### config.mk
export PLATFORM = sky130hd
export DESIGN_NAME = limb_subtractor
export DESIGN_NICKNAME = d
export VERILOG_FILES = /design/src/rtl/limb_subtractor.sv
export SDC_FILE = /design/constraint.sdc
export NUM_CORES = 1
export LEC_CHECK = 0
export BUFFER_PORTS_ARGS = -buffer_cell sky130_fd_sc_hd__buf_2
export CAP_MARGIN = 40
export CELL_PAD_IN_SITES_DETAIL_PLACEMENT = 1
export CELL_PAD_IN_SITES_GLOBAL_PLACEMENT = 1
export CORE_MARGIN = 5
export CORE_UTILIZATION = 39
export DETAILED_ROUTE_END_ITERATION = 6
export GPL_ROUTABILITY_DRIVEN = 0
export MAX_ROUTING_LAYER = met4
export PLACE_DENSITY = 0.75
export SYNTH_ARGS = -nofsm -noshare
export SYNTH_HDL_FRONTEND = slang
export SYNTH_SLANG_ARGS = --single-unit
### constraint.sdc
create_clock -name clk -period 5.6 [get_ports clk]
set_clock_uncertainty 0.15 [all_clocks]
set_input_delay 1.12 -clock clk [delete_from_list [all_inputs] [get_ports clk]]
set_output_delay 1.12 -clock clk [all_outputs]
set_load 0.01 [all_outputs]
### src/rtl/limb_subtractor.sv
// Multi-cycle N-bit subtractor that processes W bits per clock using a rippled borrow.
// Define SUB_OVERFLOW_EN to add the signed-overflow output ovf.
module limb_subtractor #(
  parameter int unsigned N = 128,
  parameter int unsigned W = 8
) (
  input  logic         clk,
  input  logic         rst_n,
  input  logic         in_valid,
  output logic         in_ready,
  input  logic [N-1:0] a,
  input  logic [N-1:0] b,
  input  logic         bin,
  output logic         out_valid,
  input  logic         out_ready,
  output logic [N-1:0] d,
  output logic         bout
`ifdef SUB_OVERFLOW_EN
  ,
  output logic         ovf
`endif
);

  localparam int unsigned L  = N / W;
  localparam int unsigned KW = (L > 1) ? $clog2(L) : 1;
  localparam int unsigned IW = $clog2(N) + 1;

  localparam logic [1:0] IDLE = 2'd0;
  localparam logic [1:0] BUSY = 2'd1;
  localparam logic [1:0] DONE = 2'd2;

  if (N == 0 || W == 0 || (N % W) != 0) begin : g_bad_cfg
    $error("limb_subtractor: N must be a positive multiple of W");
  end

  logic [1:0]    state;
  logic [1:0]    state_nx;
  logic [KW-1:0] k;
  logic [N-1:0]  a_q;
  logic [N-1:0]  b_q;
  logic [N-1:0]  d_q;
  logic          borrow;
  logic          bout_q;
  logic          in_ready_q;
  logic          out_valid_q;
`ifdef SUB_OVERFLOW_EN
  logic          ovf_q;
`endif

  logic          accept_c;
  logic          last_c;
  logic [IW-1:0] base_c;
  logic [W-1:0]  al_c;
  logic [W-1:0]  bl_c;
  logic [W:0]    diff_c;

  // Current-limb arithmetic; bit W of the extended difference is the limb borrow-out
  always_comb begin
    accept_c = in_ready_q && in_valid;
    last_c   = (k == KW'(L - 1));
    base_c   = IW'(k) * IW'(W);
    al_c     = a_q[base_c +: W];
    bl_c     = b_q[base_c +: W];
    diff_c   = {1'b0, al_c} - {1'b0, bl_c} - (W + 1)'(borrow);
  end

  // State register
  always_ff @(posedge clk) begin
    if (!rst_n) begin
      state <= IDLE;
    end else begin
      state <= state_nx;
    end
  end

  // Next-state logic
  always_comb begin
    state_nx = state;
    case (state)
      IDLE:    if (accept_c) state_nx = BUSY;
      BUSY:    if (last_c) state_nx = DONE;
      DONE:    if (out_ready) state_nx = IDLE;
      default: state_nx = IDLE;
    endcase
  end

  // Handshake outputs registered from the next state
  always_ff @(posedge clk) begin
    if (!rst_n) begin
      in_ready_q  <= 1'b0;
      out_valid_q <= 1'b0;
    end else begin
      in_ready_q  <= (state_nx == IDLE);
      out_valid_q <= (state_nx == DONE);
    end
  end

  // Operand capture and one limb per BUSY cycle
  always_ff @(posedge clk) begin
    if (!rst_n) begin
      a_q    <= '0;
      b_q    <= '0;
      d_q    <= '0;
      k      <= '0;
      borrow <= 1'b0;
      bout_q <= 1'b0;
`ifdef SUB_OVERFLOW_EN
      ovf_q  <= 1'b0;
`endif
    end else begin
      case (state)
        IDLE: begin
          if (accept_c) begin
            a_q    <= a;
            b_q    <= b;
            borrow <= bin;
            k      <= '0;
          end
        end
        BUSY: begin
          d_q[base_c +: W] <= diff_c[W-1:0];
          borrow           <= diff_c[W];
          if (last_c) begin
            k      <= '0;
            bout_q <= diff_c[W];
`ifdef SUB_OVERFLOW_EN
            // Signs of operands differ and the result sign departs from the minuend
            ovf_q  <= (a_q[N-1] ^ b_q[N-1]) & (diff_c[W-1] ^ a_q[N-1]);
`endif
          end else begin
            k <= k + KW'(1);
          end
        end
        default: ;
      endcase
    end
  end

  assign in_ready  = in_ready_q;
  assign out_valid = out_valid_q;
  assign d         = d_q;
  assign bout      = bout_q;
`ifdef SUB_OVERFLOW_EN
  assign ovf       = ovf_q;
`endif

endmodule
==> results of run 1 <==
## synthesized netlist by cell type (4+ instances only)
library cell	number
mux4_2	30
a221oi_1	37
buf_2	16
nand2b_1	5
buf_1	9
a21oi_1	325
mux2_2	5
nor3_1	28
dfxtp_1	394
nand2_1	573
nor4_1	6
o21ai_1	8
a211oi_1	6
inv_1	15
nand3_1	48
or3_1	4
clkbuf_1	129
nor2_1	139
o21ai_0	37
a22oi_1	9
xnor2_1	7
ha_1	14
or2_2	4
mux2i_1	94
## power groups by stage
stage	registers (uW)	logic [uW]	clock network (uW)
2_1_floorplan	3010	579	0
3_3_place_gp	3040	901	0
3_5_place_dp	3040	956	0
4_1_cts	2980	962	2990
5_1_grt	2990	1040	3100
6_report	2980	959	2930
## flip-flops by register name, summed over array words and instances (netlist names)
signal	flops
borrow	1
a_q	128
d	128
k	4
out_valid	1
b_q	128
in_ready	1
bout	1
state	2
## per-layer routing
layer  global-route usage  wire length [um]
met1                0.331             27000
met2                0.439             29800
met3               0.0380              2240
met4               0.0646              1480
met5                    -                 0
## critical path, cell delays in order (launching register included)
cell      delay (ns)
dfxtp_4         0.71
buf_12          0.32
buf_4           0.26
mux2i_1         0.11
a221oi_1        0.46
nor2_1          0.07
o21ai_0         0.36
ha_1            0.32
inv_1           0.06
ha_1            0.25
nand3_1         0.15
nor4_2          0.07
nor4_4          0.39
xnor2_1         0.23
nand2_1         0.38
o21ai_0         0.33
## cell families (layout without fill, tap and decap cells)
| family | count (synthesis) | count (layout) | share of synthesized area |
|---|---|---|---|
| compound gates | 434 | 434 | 0.146 |
| xor+xnor | 9 | 9 | 0.00526 |
| fa+ha+maj | 16 | 16 | 0.0131 |
| buf+inv | 177 | 518 | 0.0432 |
| flops | 394 | 394 | 0.481 |
| mux | 132 | 132 | 0.104 |
| simple gates | 834 | 834 | 0.208 |
## how the worst min path moves through the flow
stage             from      end  slack [ns]  cells after the start
5_1_grt        a_q[16]  a_q[16]        0.32                      2
3_3_place_gp      d[1]     d[1]        0.29                      2
2_1_floorplan   a_q[1]   a_q[1]        0.28                      2
4_1_cts        b_q[65]  b_q[65]        0.31                      2
6_report       b_q[65]  b_q[65]        0.31                      2
3_5_place_dp   b_q[65]  b_q[65]        0.30                      2
## layout make-up
cell class / instances / area [sq um]
multi-input cells: 1425 / 7850
repair buffers: 419 / 2290
inverters: 17 / 71.3
fillers: 5078 / 21500
clock buffers: 68 / 1310
clock inverters: 14 / 155
flip-flops and latches: 394 / 7890
well taps: 539 / 674
## through the flow
step / setup slack [ns] / std cells / total power [uW]
6_report: 0.832 / 2876 / 6860
3_3_place_gp: 0.965 / 2787 / 3940
2_1_floorplan: 1.45 / 1996 / 3580
3_5_place_dp: 0.801 / 2794 / 3990
4_1_cts: 0.773 / 2876 / 6930
5_1_grt: 0.414 / 2876 / 7130
==> results.yml, run 1 <==
outcome:
  status: "finished clean"
sta:
  hold_slack_ns: 0.305
  setup_viol: 0
  fmax_ghz: 0.210
  tightest_slew_ns: 0.927
  slew_headroom: 0.377
  rsz0062_at_grt: "false"
  tns_ns: 0
  min_period_ns: 4.77
  drv_slew: 0
  fin_crit_sh: 0.851
  hold_viol_final: 0
layout:
  area_delta_synth_final_pct: 23.4
  nNetsFinal: 2578
  insertedDiodeCount: 0
  final_core_util: 0.485
  drive_gt1_frac: 0.235
  fin_area_sq_um: 20200
  final_common_cell: "nand2_1"
  final_cell_mix: "nand2_1, dfxtp_1, buf_2, a21oi_1, nor2_1"
logic_synthesis:
  syn_area_sq_um: 16400
  post-synth-top-area-cell: "dfxtp_1"
  synth_area_leaders: "dfxtp_1, nand2_1, a21oi_1, mux2i_1, mux4_2"
  synth_edf_count: 0
  synth.distinct_cells: 55
  synth_cells: 1996
  synth_area_per_cell_sq_um: 8.22
  ys.flop_type: "dfxtp_1"
  async_flop_share: 0
  yosysWarnings: 0
  ys_seq_elements: 394
  yosysTopAreaCellShare: 0.481
  seq_area_frac_synth: 0.481
  syn_nets: 2273
power:
  leakagePower_uw: 0.00802
  clockPowerShare: 0.427
  ir_drop_v: 0.000172
  switchingPower_uw: 1870
  power.density_nw_per_um2: 339
  p_int_uw: 4990
  p_comb_frac: 0.140
  seqPwrFrac: 0.434
  swShare: 0.273
floorplanning:
  pin_count: 392
  core_sq_um: 41800
  initial_core_util: 0.393
  die_area_sq_um: 46300
  die_y_um: 215
  die_w_um: 215
  rows: 75
route:
  viasPerCell: 5.34
  wirelength_um: 60500
  drtIter0Drc: 910
  dr.pass1.iters: 5
  ant_nets: 0
  via_count: 15400
  wire_per_inst_um: 21.0
  drc: 0
critical_path:
  startpoint: "k[0]"
  r2r_end: "d[125]"
  critPathArrivalTime_ns: 5.08
  cp.required_ns: 5.92
  crit_fanout: 32
  start_kind: "flop"
  reg2reg_from: "k[0]"
  r2r_slack_ns: 0.83
  setup.worst_path.end: "d[125]"
  critPathKind: "flop to flop"
  endpoint_kind: "flop"
  r2r_cells: 15
clock_network:
  cts.repair.resized: 0
  post-cts-setup-buffer-count: 0
  numClockSinks: 394
  clk_path_buf_depth: 3
  htreeDepth: 2
  cts_buffers: 44
  cts-root-buf: "clkbuf_16"
  cts_hold_buffers: 0
  insertion_delay_ns: 0.56
  clkTransAtPathRegs_ns: 0.06
  cts_tree: "yes"
global_routing:
  track_usage: 0.260
  grt_pass1_vias: 16300
  grt_max_degree: 142
  grt_pass1_wl_um: 93800
  grt_overflow: 0
  antenna_found_initial: 0
placement:
  port_buffers: 391
  dp_hpwl_um: 44100
  placed_area_sq_um: 18800
min_path:
  min_path_type: "flop to flop"
run:
  maxCapViolations: 0
Power figures use the tool's default switching activity.
==> run 2: changes to the inputs <==
- CTS_CLUSTER_DIAMETER: default -> 120
- PLACE_DENSITY: 0.75 -> default
- PLACE_DENSITY_LB_ADDON: default -> 0.1
==> run 2 against run 1 <==
Register-to-register slack improved by 0.08 ns. Cell count fell by 0.17%. Setup slack improved by 0.080 ns. First-iteration DRC count rose by 4.1%. Utilization fell by 0.21 points. Critical path depth did not move. Flip-flop and latch count did not move. Critical path type unchanged. Critical endpoint is now d[83]. Highest routed layer unchanged.
==> results.yml, run 2 (same netlist as run 1, synthesis figures left out) <==
layout:
  fill_cells: 5039
  nNetsFinal: 2577
  final_core_util: 0.483
  fin_area_sq_um: 20200
  drive_gt1_frac: 0.232
  area_delta_synth_final_pct: 22.9
  final_common_cell: "nand2_1"
  final_cell_mix: "nand2_1, dfxtp_1, buf_2, a21oi_1, nor2_1"
  multi_input_area_sq_um: 7850
  area.sequential_sq_um: 7890
clock_network:
  clkTransAtPathRegs_ns: 0.06
  htreeDepth: 2
  post-cts-setup-buffer-count: 0
  cts_tree: "yes"
  cts.repair.resized: 0
  cts_buffers: 43
  numClockSinks: 394
  insertion_delay_ns: 0.56
  cts_hold_buffers: 0
  cts-root-buf: "clkbuf_16"
  clk_path_buf_depth: 3
power:
  swShare: 0.268
  leakagePower_uw: 0.00797
  power.density_nw_per_um2: 335
  p_comb_frac: 0.139
  seqPwrFrac: 0.441
  switchingPower_uw: 1810
  p_int_uw: 4940
  clockPowerShare: 0.420
  ir_drop_v: 0.000153
floorplanning:
  rows: 75
  die_area_sq_um: 46300
  pin_count: 392
  core_sq_um: 41800
  initial_core_util: 0.393
  die_w_um: 215
  die_y_um: 215
critical_path:
  r2r_slack_ns: 0.91
  critPathArrivalTime_ns: 5.02
  reg2reg_from: "k[0]"
  critPathKind: "flop to flop"
  crit_fanout: 34
  r2r_cells: 15
  endpoint_kind: "flop"
  cp.required_ns: 5.93
  start_kind: "flop"
  r2r_end: "d[83]"
sta:
  fin_crit_sh: 0.837
  layout_setup_ws_ns: 0.912
  tightest_slew_ns: 1.38
  tns_ns: 0
  fmax_ghz: 0.213
  drv_slew: 0
  hold_viol_final: 0
  rsz0062_at_grt: "false"
  slew_headroom: 0.0820
  min_period_ns: 4.69
  hold_slack_ns: 0.304
  setup_viol: 0
placement:
  dp_hpwl_um: 44100
  placed_area_sq_um: 18800
  place_ws_ns: 0.911
  port_buffers: 391
global_routing:
  track_usage: 0.255
  grt_overflow: 0
  grt_max_degree: 257
  antenna_found_initial: 3
  grt_pass1_wl_um: 91100
  grt_pass1_vias: 15800
min_path:
  hold_path_depth: 2
  min_to: "a_q[103]"
  min_from: "a_q[103]"
  min_path_type: "flop to flop"
route:
  drtIter0Drc: 947
  dr.pass1.iters: 5
  wire_per_inst_um: 20.8
  viasPerCell: 5.25
  wirelength_um: 59800
  ant_nets: 0
  drc: 0
  via_count: 15100
outcome:
  status: "finished clean"
run:
  maxCapViolations: 0
## run 2: cell count changes in the layout (fill, tap and decap cells not counted), sizes merged
cell / delta
inv: -2
clkinvlp: +1
clkinv: -4
clkbuf: -1
diode: +1
buf: +1
clkdlybuf4s15: -1
## run 2: worst max-delay path, cell delays in order (launching register included)
cell and delay, ns:
dfxtp_4 0.79, buf_4 0.30, buf_4 0.22, mux2i_1 0.10, a221oi_1 0.35, nor2_1 0.08
o21ai_0 0.35, ha_1 0.23, inv_1 0.04, ha_1 0.41, nand3_1 0.14, or3_1 0.10
nand4_1 0.43, nor2_2 0.58, mux2i_1 0.20, nor2_1 0.11
## run 2: worst max path at each step
stage                     startpoint  depth (start not counted)      to
after detailed placement        k[0]                         15   d[83]
after floorplan                 k[0]                         15  d[119]
final                           k[0]                         15   d[83]
after global routing            k[0]                         15   d[29]
after CTS                       k[0]                         15   d[83]
after global placement          k[0]                         15   d[46]
## run 2: layout make-up
class,instances,area share
Inverter,17,0.00354
Tap cell,539,0.0335
Multi-Input combinational cell,1425,0.389
Clock inverter,9,0.00621
Clock buffer,67,0.0634
Antenna cell,1,0.000124
Timing Repair Buffer,419,0.112
Sequential cell,394,0.392
## run 2: stage by stage
| step | total power (uW) | std cells |
|---|---|---|
| after floorplan | 3580 | 1996 |
| after global placement | 3940 | 2790 |
| after detailed placement | 3990 | 2794 |
| after CTS | 6820 | 2870 |
| after global routing | 7020 | 2871 |
| final | 6750 | 2871 |
## run 2: power by group through the flow
| stage | Sequential, uW | Clock [uW] | Combinational (uW) |
|---|---|---|---|
| after floorplan | 3010 | 0 | 579 |
| after global placement | 3040 | 0 | 902 |
| after detailed placement | 3040 | 0 | 947 |
| after CTS | 2980 | 2890 | 952 |
| after global routing | 2990 | 3010 | 1030 |
| final | 2980 | 2830 | 940 |
## run 2: layer usage
layer | part of all wire | global-route usage
met1 | 0.45 | 0.329
met2 | 0.48 | 0.422
met3 | 0.042 | 0.0363
met4 | 0.025 | 0.0725
met5 | 0 | -
